<file path="config.mk">
export PLATFORM = sky130hd
export DESIGN_NAME = line_scheduler
export DESIGN_NICKNAME = d
export VERILOG_FILES = /design/src/rtl/line_scheduler.sv
export SDC_FILE = /design/constraint.sdc
export NUM_CORES = 1
export LEC_CHECK = 0
export BUFFER_PORTS_ARGS = -buffer_cell sky130_fd_sc_hd__buf_2
export CAP_MARGIN = 20
export CORE_ASPECT_RATIO = 1.25
export CORE_MARGIN = 3
export CORE_UTILIZATION = 52
export CTS_BUF_LIST = sky130_fd_sc_hd__clkbuf_16
export DETAILED_ROUTE_END_ITERATION = 12
export PLACE_DENSITY_LB_ADDON = 0.3
export SYNTH_ARGS = -nofsm -noshare
export SYNTH_HDL_FRONTEND = slang
export SYNTH_SLANG_ARGS = --single-unit
</file>
<file path="constraint.sdc">
create_clock -name clk_i -period 2.6 [get_ports clk_i]
set_input_delay 0.65 -clock clk_i [delete_from_list [all_inputs] [get_ports clk_i]]
set_output_delay 0.65 -clock clk_i [all_outputs]
set_load 0.02 [all_outputs]
</file>
<file path="src/rtl/line_scheduler.sv">
`default_nettype none
// ============================================================================
// Module   : line_scheduler
// Purpose  : Game sequencer for the row of line generators. Runs the
//            IDLE/RUN/PAUSE/OVER state machine, counts frames to time the
//            scrolls, issues each scroll as a one-hot sweep of shift enables,
//            gates the shared LFSR and tracks score and speed level.
// Ports    : clk_i, reset_i (sync, active-high)
//            start_i, pause_i, frame_i   - single-cycle control pulses
//            collision_i                 - level-sampled collision
//            shift_en_o [NUM_LINES]      - one-hot generator shift enables
//            lfsr_en_o                   - high while RUN
//            state_o [2]                 - 0 IDLE, 1 RUN, 2 PAUSE, 3 OVER
//            level_o [4], score_o [16]   - saturating level and score
//            game_over_o                 - high while OVER
// Revision : 1.0 - initial release
// ============================================================================
module line_scheduler #(
    parameter int NUM_LINES    = 4,
    parameter int BASE_PERIOD  = 30,
    parameter int PERIOD_STEP  = 2,
    parameter int MIN_PERIOD   = 4,
    parameter int LEVEL_SHIFTS = 16
) (
    input  logic                 clk_i,
    input  logic                 reset_i,
    input  logic                 start_i,
    input  logic                 pause_i,
    input  logic                 frame_i,
    input  logic                 collision_i,
    output logic [NUM_LINES-1:0] shift_en_o,
    output logic                 lfsr_en_o,
    output logic [1:0]           state_o,
    output logic [3:0]           level_o,
    output logic [15:0]          score_o,
    output logic                 game_over_o
);

    localparam int LVL_W = $clog2(LEVEL_SHIFTS + 1);

    typedef enum logic [1:0] {
        S_IDLE  = 2'd0,
        S_RUN   = 2'd1,
        S_PAUSE = 2'd2,
        S_OVER  = 2'd3
    } state_t;

    state_t               r_state, w_state_nxt;
    logic [NUM_LINES-1:0] r_shift, w_shift_nxt;
    logic [7:0]           r_frame_cnt, w_cnt_nxt;
    logic                 r_sweep_pend, w_sp_nxt;
    logic                 r_pause_pend, w_pp_nxt;
    logic [LVL_W-1:0]     r_lvl_cnt, w_lvlcnt_nxt;
    logic [3:0]           r_level, w_level_nxt;
    logic [15:0]          r_score, w_score_nxt;
    logic                 r_lfsr_en, r_game_over;

    // Scroll period, computed signed so a large level cannot wrap below zero.
    logic [8:0]        w_dec;
    logic signed [8:0] w_period_raw;
    logic [7:0]        w_period;

    assign w_dec        = 9'(r_level) * 9'(PERIOD_STEP);
    assign w_period_raw = $signed(9'(BASE_PERIOD)) - $signed(w_dec);
    assign w_period     = (w_period_raw < $signed(9'(MIN_PERIOD))) ? 8'(MIN_PERIOD)
                                                                  : w_period_raw[7:0];

    logic w_active, w_last, w_req, w_pend;
    assign w_active = |r_shift;
    assign w_last   = r_shift[NUM_LINES-1];

    always_comb begin
        w_state_nxt  = r_state;
        w_shift_nxt  = r_shift;
        w_cnt_nxt    = r_frame_cnt;
        w_sp_nxt     = r_sweep_pend;
        w_pp_nxt     = r_pause_pend;
        w_lvlcnt_nxt = r_lvl_cnt;
        w_level_nxt  = r_level;
        w_score_nxt  = r_score;
        w_req        = 1'b0;
        w_pend       = 1'b0;

        case (r_state)
            S_IDLE, S_OVER: begin
                if (start_i) begin
                    w_state_nxt  = S_RUN;
                    w_shift_nxt  = '0;
                    w_cnt_nxt    = '0;
                    w_sp_nxt     = 1'b0;
                    w_pp_nxt     = 1'b0;
                    w_lvlcnt_nxt = '0;
                    w_level_nxt  = '0;
                    w_score_nxt  = '0;
                end
            end

            S_RUN: begin
                if (collision_i) begin
                    // Abort: no credit for a partial sweep, drop pending work.
                    w_state_nxt = S_OVER;
                    w_shift_nxt = '0;
                    w_sp_nxt    = 1'b0;
                    w_pp_nxt    = 1'b0;
                end else begin
                    // Pause outranks frame, so a frame coinciding with pause is lost.
                    if (frame_i && !pause_i) begin
                        if (r_frame_cnt >= w_period - 8'd1) begin
                            w_cnt_nxt = '0;
                            w_req     = 1'b1;
                        end else begin
                            w_cnt_nxt = r_frame_cnt + 8'd1;
                        end
                    end
                    // A request arriving while one is already pending is absorbed here.
                    w_pend = r_sweep_pend | w_req;

                    if (w_last) begin
                        if (r_score != 16'hFFFF) w_score_nxt = r_score + 16'd1;
                        if (r_lvl_cnt == LVL_W'(LEVEL_SHIFTS - 1)) begin
                            w_lvlcnt_nxt = '0;
                            if (r_level != 4'hF) w_level_nxt = r_level + 4'd1;
                        end else begin
                            w_lvlcnt_nxt = r_lvl_cnt + 1'b1;
                        end
                    end

                    if (!w_active) begin
                        if (pause_i) begin
                            w_state_nxt = S_PAUSE;
                        end else if (w_pend) begin
                            w_shift_nxt = NUM_LINES'(1);
                            w_sp_nxt    = 1'b0;
                        end
                    end else if (w_last) begin
                        if (r_pause_pend || pause_i) begin
                            w_state_nxt = S_PAUSE;
                            w_shift_nxt = '0;
                            w_pp_nxt    = 1'b0;
                            w_sp_nxt    = w_pend;
                        end else if (w_pend) begin
                            // Chain straight into the next sweep, no gap cycle.
                            w_shift_nxt = NUM_LINES'(1);
                            w_sp_nxt    = 1'b0;
                        end else begin
                            w_shift_nxt = '0;
                        end
                    end else begin
                        w_shift_nxt = {r_shift[NUM_LINES-2:0], 1'b0};
                        if (pause_i) w_pp_nxt = 1'b1;
                        w_sp_nxt = w_pend;
                    end
                end
            end

            S_PAUSE: begin
                if (pause_i) begin
                    w_state_nxt = S_RUN;
                    // A request held across the pause launches on resume.
                    if (r_sweep_pend) begin
                        w_shift_nxt = NUM_LINES'(1);
                        w_sp_nxt    = 1'b0;
                    end
                end
            end

            default: w_state_nxt = S_IDLE;
        endcase
    end

    always_ff @(posedge clk_i) begin
        if (reset_i) begin
            r_state      <= S_IDLE;
            r_shift      <= '0;
            r_frame_cnt  <= '0;
            r_sweep_pend <= 1'b0;
            r_pause_pend <= 1'b0;
            r_lvl_cnt    <= '0;
            r_level      <= '0;
            r_score      <= '0;
            r_lfsr_en    <= 1'b0;
            r_game_over  <= 1'b0;
        end else begin
            r_state      <= w_state_nxt;
            r_shift      <= w_shift_nxt;
            r_frame_cnt  <= w_cnt_nxt;
            r_sweep_pend <= w_sp_nxt;
            r_pause_pend <= w_pp_nxt;
            r_lvl_cnt    <= w_lvlcnt_nxt;
            r_level      <= w_level_nxt;
            r_score      <= w_score_nxt;
            r_lfsr_en    <= (w_state_nxt == S_RUN);
            r_game_over  <= (w_state_nxt == S_OVER);
        end
    end

    assign shift_en_o  = r_shift;
    assign lfsr_en_o   = r_lfsr_en;
    assign state_o     = r_state;
    assign level_o     = r_level;
    assign score_o     = r_score;
    assign game_over_o = r_game_over;

endmodule
`default_nettype wire

</file>
==> results.json, run 1 <==
{
  "ys_async_sr_fraction_pct": 0,
  "skew_ns": 0.003958,
  "gp_congestion": 0.8258,
  "switchingPower_uw": 558.7,
  "cp.required_ns": 2.82,
  "cts_tree": "yes",
  "ff_latch_area_sq_um": 862.1,
  "std_cell_rows": 27,
  "crit_type": "flop to flop",
  "p_seq_share_pct": 40.6,
  "cts_buffers": 5,
  "finalInstanceArea_sq_mm": 0.002932,
  "grt_overflow": 0,
  "synthDistinctLibCells": 53,
  "nets": 354,
  "holdCritPathClass": "flop to flop",
  "synthFlopType": "dfxtp_1",
  "irDropWorstVdd_mv": 0.3840,
  "clkTransAtPathRegs_ns": 0.06,
  "worst_pin_slew_ns": 0.5521,
  "floorplan.initialDensity_pct": 55.09,
  "synth_top_area_share_pct": 34.52,
  "dp_hpwl_um": 3895,
  "crit_arrival_ns": 2.66,
  "synth.most_common_cell": "dfxtp_1",
  "clkPwrFrac_pct": 34.4,
  "area_delta_synth_final_pct": 17.56,
  "drc": 0,
  "p_leak_nw": 1.235,
  "postSynthAreaPerCell_sq_um": 8.569,
  "power_mw": 1.763,
  "grt_start_max_net_pins": 26,
  "drtPass1Iterations": 4,
  "power_frac_comb_pct": 25.0,
  "io_buffers": 33,
  "cts_sinks": 43,
  "ys_top_cells_by_area": "dfxtp_1 35%, ha_1 7.0%, xor2_1 5.6%",
  "synthTopCellsByCount": "43 x dfxtp_1, 32 x nor2_1, 19 x a21oi_1, 16 x nand3_1, 16 x xor2_1",
  "wl_um": 5555,
  "io_pins": 34,
  "worst-path-max-fanout": 6,
  "grt_pass1_wl_um": 9701,
  "synth_edf_count": 0,
  "die_h_um": 83.43,
  "sw_frac_of_total_pct": 31.69,
  "clk_path_buf_depth": 2,
  "grt_antenna_before_repair": 0,
  "post_drt_wl_per_cell_um": 14.13,
  "drive_gt1_share_pct": 19.40,
  "grt_usage_pct": 21.42,
  "hold_viol": 0,
  "drt-vias-per-instance": 5.733,
  "ant_nets": 0,
  "critPathLaunchType": "flop",
  "fillers": 407,
  "ys_seq_area_share_pct": 34.52,
  "intPower_mw": 1.204,
  "yosysWarningCount": 0,
  "grt_pass1_vias": 2212,
  "drtIter0Drc": 73,
  "cts_root_buf": "clkbuf_16",
  "synth_cells": 291,
  "clk_latency_ns": 0.29,
  "setup_viol": 0,
  "min_period_over_period_pct": 93.84,
  "coreArea_sq_mm": 0.004527,
  "synth_area_sq_mm": 0.002494,
  "num_antenna_cells": 0,
  "fin_crit_ns": 2.440,
  "slew_headroom_pct": 63.12,
  "synth_top_cell_by_area": "dfxtp_1",
  "die-area_sq_mm": 0.005668,
  "cap_violations": 0,
  "multiInputGateArea_sq_mm": 0.001578,
  "htree_levels": 2,
  "clock.fmax_ghz": 0.4099,
  "cp-end-kind": "flop",
  "outcome": "completed",
  "via_count": 2253,
  "p_per_area_mw_per_mm2": 601.4,
  "drv_slew": 0,
  "dpl_cell_area_sq_mm": 0.002756,
  "dieWidth_um": 67.94,
  "synth-seq-cells": 43
}
[power by group through the flow]
stage | combinational, mW | clock, mW | sequential [mW]
2_1_floorplan | 0.318 | 0 | 0.747
6_report | 0.441 | 0.607 | 0.716
3_5_place_dp | 0.420 | 0 | 0.729
4_1_cts | 0.426 | 0.623 | 0.715
5_1_grt | 0.491 | 0.643 | 0.720
3_3_place_gp | 0.414 | 0 | 0.729
[area by class of cell]
class	count	share of cell area (%)
Multi-Input combinational cell	232	53.82
Sequential cell	43	29.41
Timing Repair Buffer	44	8.451
Clock buffer	5	4.268
Tap cell	58	2.475
Inverter	8	1.024
Clock inverter	3	0.5548
[final timing paths]
| path | start | endpoint | slack, ns | cells after the start |
|---|---|---|---|---|
| setup / recovery | level_o[2] | r_frame_cnt[0] | 0.16 | 11 |
| hold / removal | r_lvl_cnt[4] | r_lvl_cnt[4] | 0.47 | 1 |
| setup reg to reg | level_o[2] | r_frame_cnt[0] | 0.16 | 11 |
| hold reg to reg | r_lvl_cnt[4] | r_lvl_cnt[4] | 0.47 | 1 |
[per-stage QoR]
stage / hold slack (ns) / utilization (%) / instances / TNS [ns] / setup slack (ns)
finish: 0.4720 / 64.76 / 393 / 0 / 0.1602
global placement: 0.4598 / 60.89 / 384 / 0 / 0.07785
CTS: 0.4746 / 64.01 / 392 / 0 / 0.04700
global route: 0.4831 / 64.76 / 393 / -0.003628 / -0.002173
floorplan: 0.4492 / - / 293 / 0 / 0.01926
detailed placement: 0.4660 / 60.89 / 384 / -0.02918 / -0.02918
[worst max-delay path, cell delays in order (launching register included)]
cell	delay [ns]
dfxtp_2	0.34
a31o_2	0.25
ha_1	0.19
xor2_1	0.14
ha_1	0.29
a211o_1	0.29
a31oi_1	0.14
buf_4	0.16
buf_4	0.10
o211ai_1	0.08
a21o_1	0.27
nor2_1	0.13
[flip-flops by register name (all words and copies together), names as in the netlist]
name,flops
level_o,4
r_lvl_cnt,5
score_o,16
r_sweep_pend,1
game_over_o,1
state_o,2
r_frame_cnt,8
r_pause_pend,1
shift_en_o,4
lfsr_en_o,1
[routing by layer]
| metal | routed length [um] | global-route usage, % | vias up | share of wire [%] |
|---|---|---|---|---|
| li1 | - | - | 1140 | - |
| met1 | 2487 | 26.76 | 1060 | 45 |
| met2 | 2772 | 35.61 | 44 | 50 |
| met3 | 202 | 4.465 | 9 | 3.6 |
| met4 | 93 | 7.052 | 0 | 1.7 |
| met5 | 0 | 0 | - | 0 |
[logic make-up after synthesis]
family / Yosys count / share of synthesized area, %
and+or+nand+nor: 125 / 27.45
AOI/OAI and AO/OA: 66 / 18.47
DFF: 43 / 34.52
xor gates and xnor gates: 18 / 6.322
buffers and inverters: 18 / 3.512
adders and majority gates: 14 / 7.025
muxes: 6 / 2.559
other: 1 / 0.1504
[layout by cell type, fill, tap and decap left out, types with 4 or more instances in the layout]
cell and instances:
a21o_1 6, a21oi_1 19, and2_1 4, and3_1 7
buf_2 33, buf_4 11, clkbuf_16 5, dfxtp_1 42
ha_1 14, inv_1 9, mux2i_1 5, nand2_1 15
nand2b_1 10, nand3_1 16, nand4_1 6, nor2_1 32
nor2b_1 6, nor3_1 7, o211ai_1 5, o21ai_0 13
or3_1 4, xor2_1 16
[timing repair]
| item | in CTS | in global routing |
|---|---|---|
| buffers inserted | 0 | 1 |
| hold buffers | 0 | 0 |
| setup endpoints to repair | 4 | 7 |
| pin swaps | 1 | 1 |
| gates resized for setup | 1 | 6 |
Power figures use the tool's default switching activity.
==> inputs of run 2 (changes only) <==
BUFFER_PORTS_ARGS = unset   (was -buffer_cell sky130_fd_sc_hd__buf_2)
CORE_UTILIZATION = 55   (was 52)
DONT_BUFFER_PORTS = 1   (was unset)
==> run 2 against run 1 <==
  * Clock-buffer cell count is the same
  * Cell area shrank 4.8%
  * Largest cell class unchanged
  * Critical path type unchanged
  * Final cell count shrank 7.9%
  * First-iteration DRC count shrank 4.1%
  * Core utilization grew 1.2 points
  * Global-route usage grew 0.14 points
  * Sequential cell count is the same
  * Clock power shrank 1%
==> results.json, run 2 (synthesized netlist as in run 1, its figures left out) <==
{
  "rsz0062_at_grt": "false",
  "grt_antenna_before_repair": 0,
  "skew_ns": 0.007068,
  "largest_reg_flops": 16,
  "dieWidth_um": 66.23,
  "preCtsSetupSlack_ns": 0.005750,
  "io_pins": 34,
  "crit_type": "flop to flop",
  "wl_um": 5467,
  "drv_slew": 0,
  "dp_hpwl_um": 3882,
  "std_cell_rows": 26,
  "cp-end-kind": "flop",
  "critPathLaunchType": "flop",
  "grt_overflow": 0,
  "clock.fmax_ghz": 0.4066,
  "grt_pass1_wl_um": 9190,
  "worst_path_largest_cell_delay_ns": 0.34,
  "irDropWorstVdd_mv": 0.4183,
  "dp.cells": 354,
  "nets": 325,
  "cts_tree": "yes",
  "io_buffers": 0,
  "die_h_um": 81.28,
  "fillers": 364,
  "drt-vias-per-instance": 5.934,
  "fin_crit_ns": 2.459,
  "num_antenna_cells": 0,
  "coreArea_sq_mm": 0.004229,
  "fin_cells": 362,
  "htree_levels": 2,
  "crit_chain": "a31o_2 -> ha_1 -> xor2_1 -> ha_1 -> a211o_1 -> a31oi_1 -> buf_4 -> o311ai_4 -> a21oi_2 -> mux2i_1",
  "clkTransAtPathRegs_ns": 0.06,
  "grt_start_max_net_pins": 26,
  "drtPass1Iterations": 4,
  "post-route-util_pct": 65.98,
  "worst_pin_slew_ns": 0.6265,
  "gp_congestion": 0.8452,
  "cp.required_ns": 2.82,
  "worst-path-max-fanout": 4,
  "final_common_cell": "dfxtp_1",
  "grt_pass1_vias": 2095,
  "p_per_area_mw_per_mm2": 623.6,
  "holdCritPathClass": "input port to flop",
  "die-area_sq_mm": 0.005383,
  "layout_common_cells": "42 x dfxtp_1, 32 x nor2_1, 19 x a21oi_1",
  "setup_viol": 0,
  "cts_buffers": 5,
  "cts_sinks": 43,
  "hold_viol": 0,
  "drive_gt1_share_pct": 12.09,
  "cap_violations": 0,
  "grt_usage_pct": 21.57,
  "setup_ws_ns": 0.1408,
  "crit_arrival_ns": 2.68,
  "p_leak_nw": 1.083,
  "floorplan.initialDensity_pct": 58.96,
  "slew_headroom_pct": 58.15,
  "cpMostUsedCell": "ha_1",
  "post_cts_buffers": 0,
  "drtIter0Drc": 70,
  "clk_latency_ns": 0.28,
  "ant_nets": 0,
  "tns_ns": 0,
  "clk_path_buf_depth": 2,
  "post_drt_wl_per_cell_um": 15.10,
  "outcome": "completed",
  "drc": 0,
  "via_count": 2148,
  "min_period_over_period_pct": 94.58,
  "cp_slowest_cell": "dfxtp_2",
  "cts_root_buf": "clkbuf_16",
  "area_delta_synth_final_pct": 11.89
}
run 2: changes by cell type in the layout (fill, tap and decap cells not counted):
cell | previous run | this run
buf_4 | 11 | 15
a21boi_2 | 0 | 1
a21oi_4 | 1 | 0
a21boi_1 | 1 | 0
buf_2 | 33 | 0
a21oi_2 | 1 | 2
run 2: what timing repair did:
action | CTS | global route
hold buffers | 0 | 0
setup endpoints to repair | 0 | 6
gates resized for setup | 0 | 7
run 2: layer usage:
metal	wire length, um	vias to the layer above	global-route usage (%)
met1	2317	1030	24.53
met3	248	5	6.777
met4	70	0	6.911
met5	0	-	0
met2	2831	38	37.93
li1	-	1075	-
run 2: stage by stage:
stage | hold WS (ns) | area (sq um) | power (mW)
final | 0.4311 | 2790 | 1.740
after global routing | 0.4236 | 2790 | 1.829
after CTS | 0.4265 | 2768 | 1.748
after detailed placement | 0.4665 | 2626 | 1.141
after global placement | 0.4537 | 2626 | 1.132
after floorplan | 0.4492 | 2501 | 1.064
run 2: where the power goes:
part	switching [mW]	leakage, nW	internal [mW]
clock network	0.250	0.0710	0.350
registers	0.0427	0.348	0.688
logic	0.246	0.664	0.163
run 2: critical path: cells and delay by family, from the launching register on:
family,cells,cell delay (ns)
AO/OA/AOI/OAI,5,1.08
adder cells (fa/ha/maj),2,0.47
flip-flops,1,0.34
multiplexers,1,0.21
buffers and inverters,1,0.16
XOR/XNOR,1,0.14
run 2: path summary, 6_finish.rpt:
kind / slack [ns] / end / from / depth (start not counted)
setup / recovery: 0.14 / shift_en_o[3] / level_o[2] / 10
hold / removal: 0.43 / shift_en_o[0] / reset_i / 1
setup reg to reg: 0.14 / shift_en_o[3] / level_o[2] / 10
hold reg to reg: 0.47 / r_lvl_cnt[4] / r_lvl_cnt[4] / 1
run 2: cell type report:
class / instances / area (sq um) / share of cell area [%]
clock inverter: 3 / 16.27 / 0.5830
multi-input combinational: 232 / 1574 / 56.41
inverter: 8 / 30.03 / 1.076
timing repair buffer: 15 / 112.6 / 4.036
tap: 56 / 70.07 / 2.511
sequential: 43 / 862.1 / 30.90
clock buffer: 5 / 125.1 / 4.484
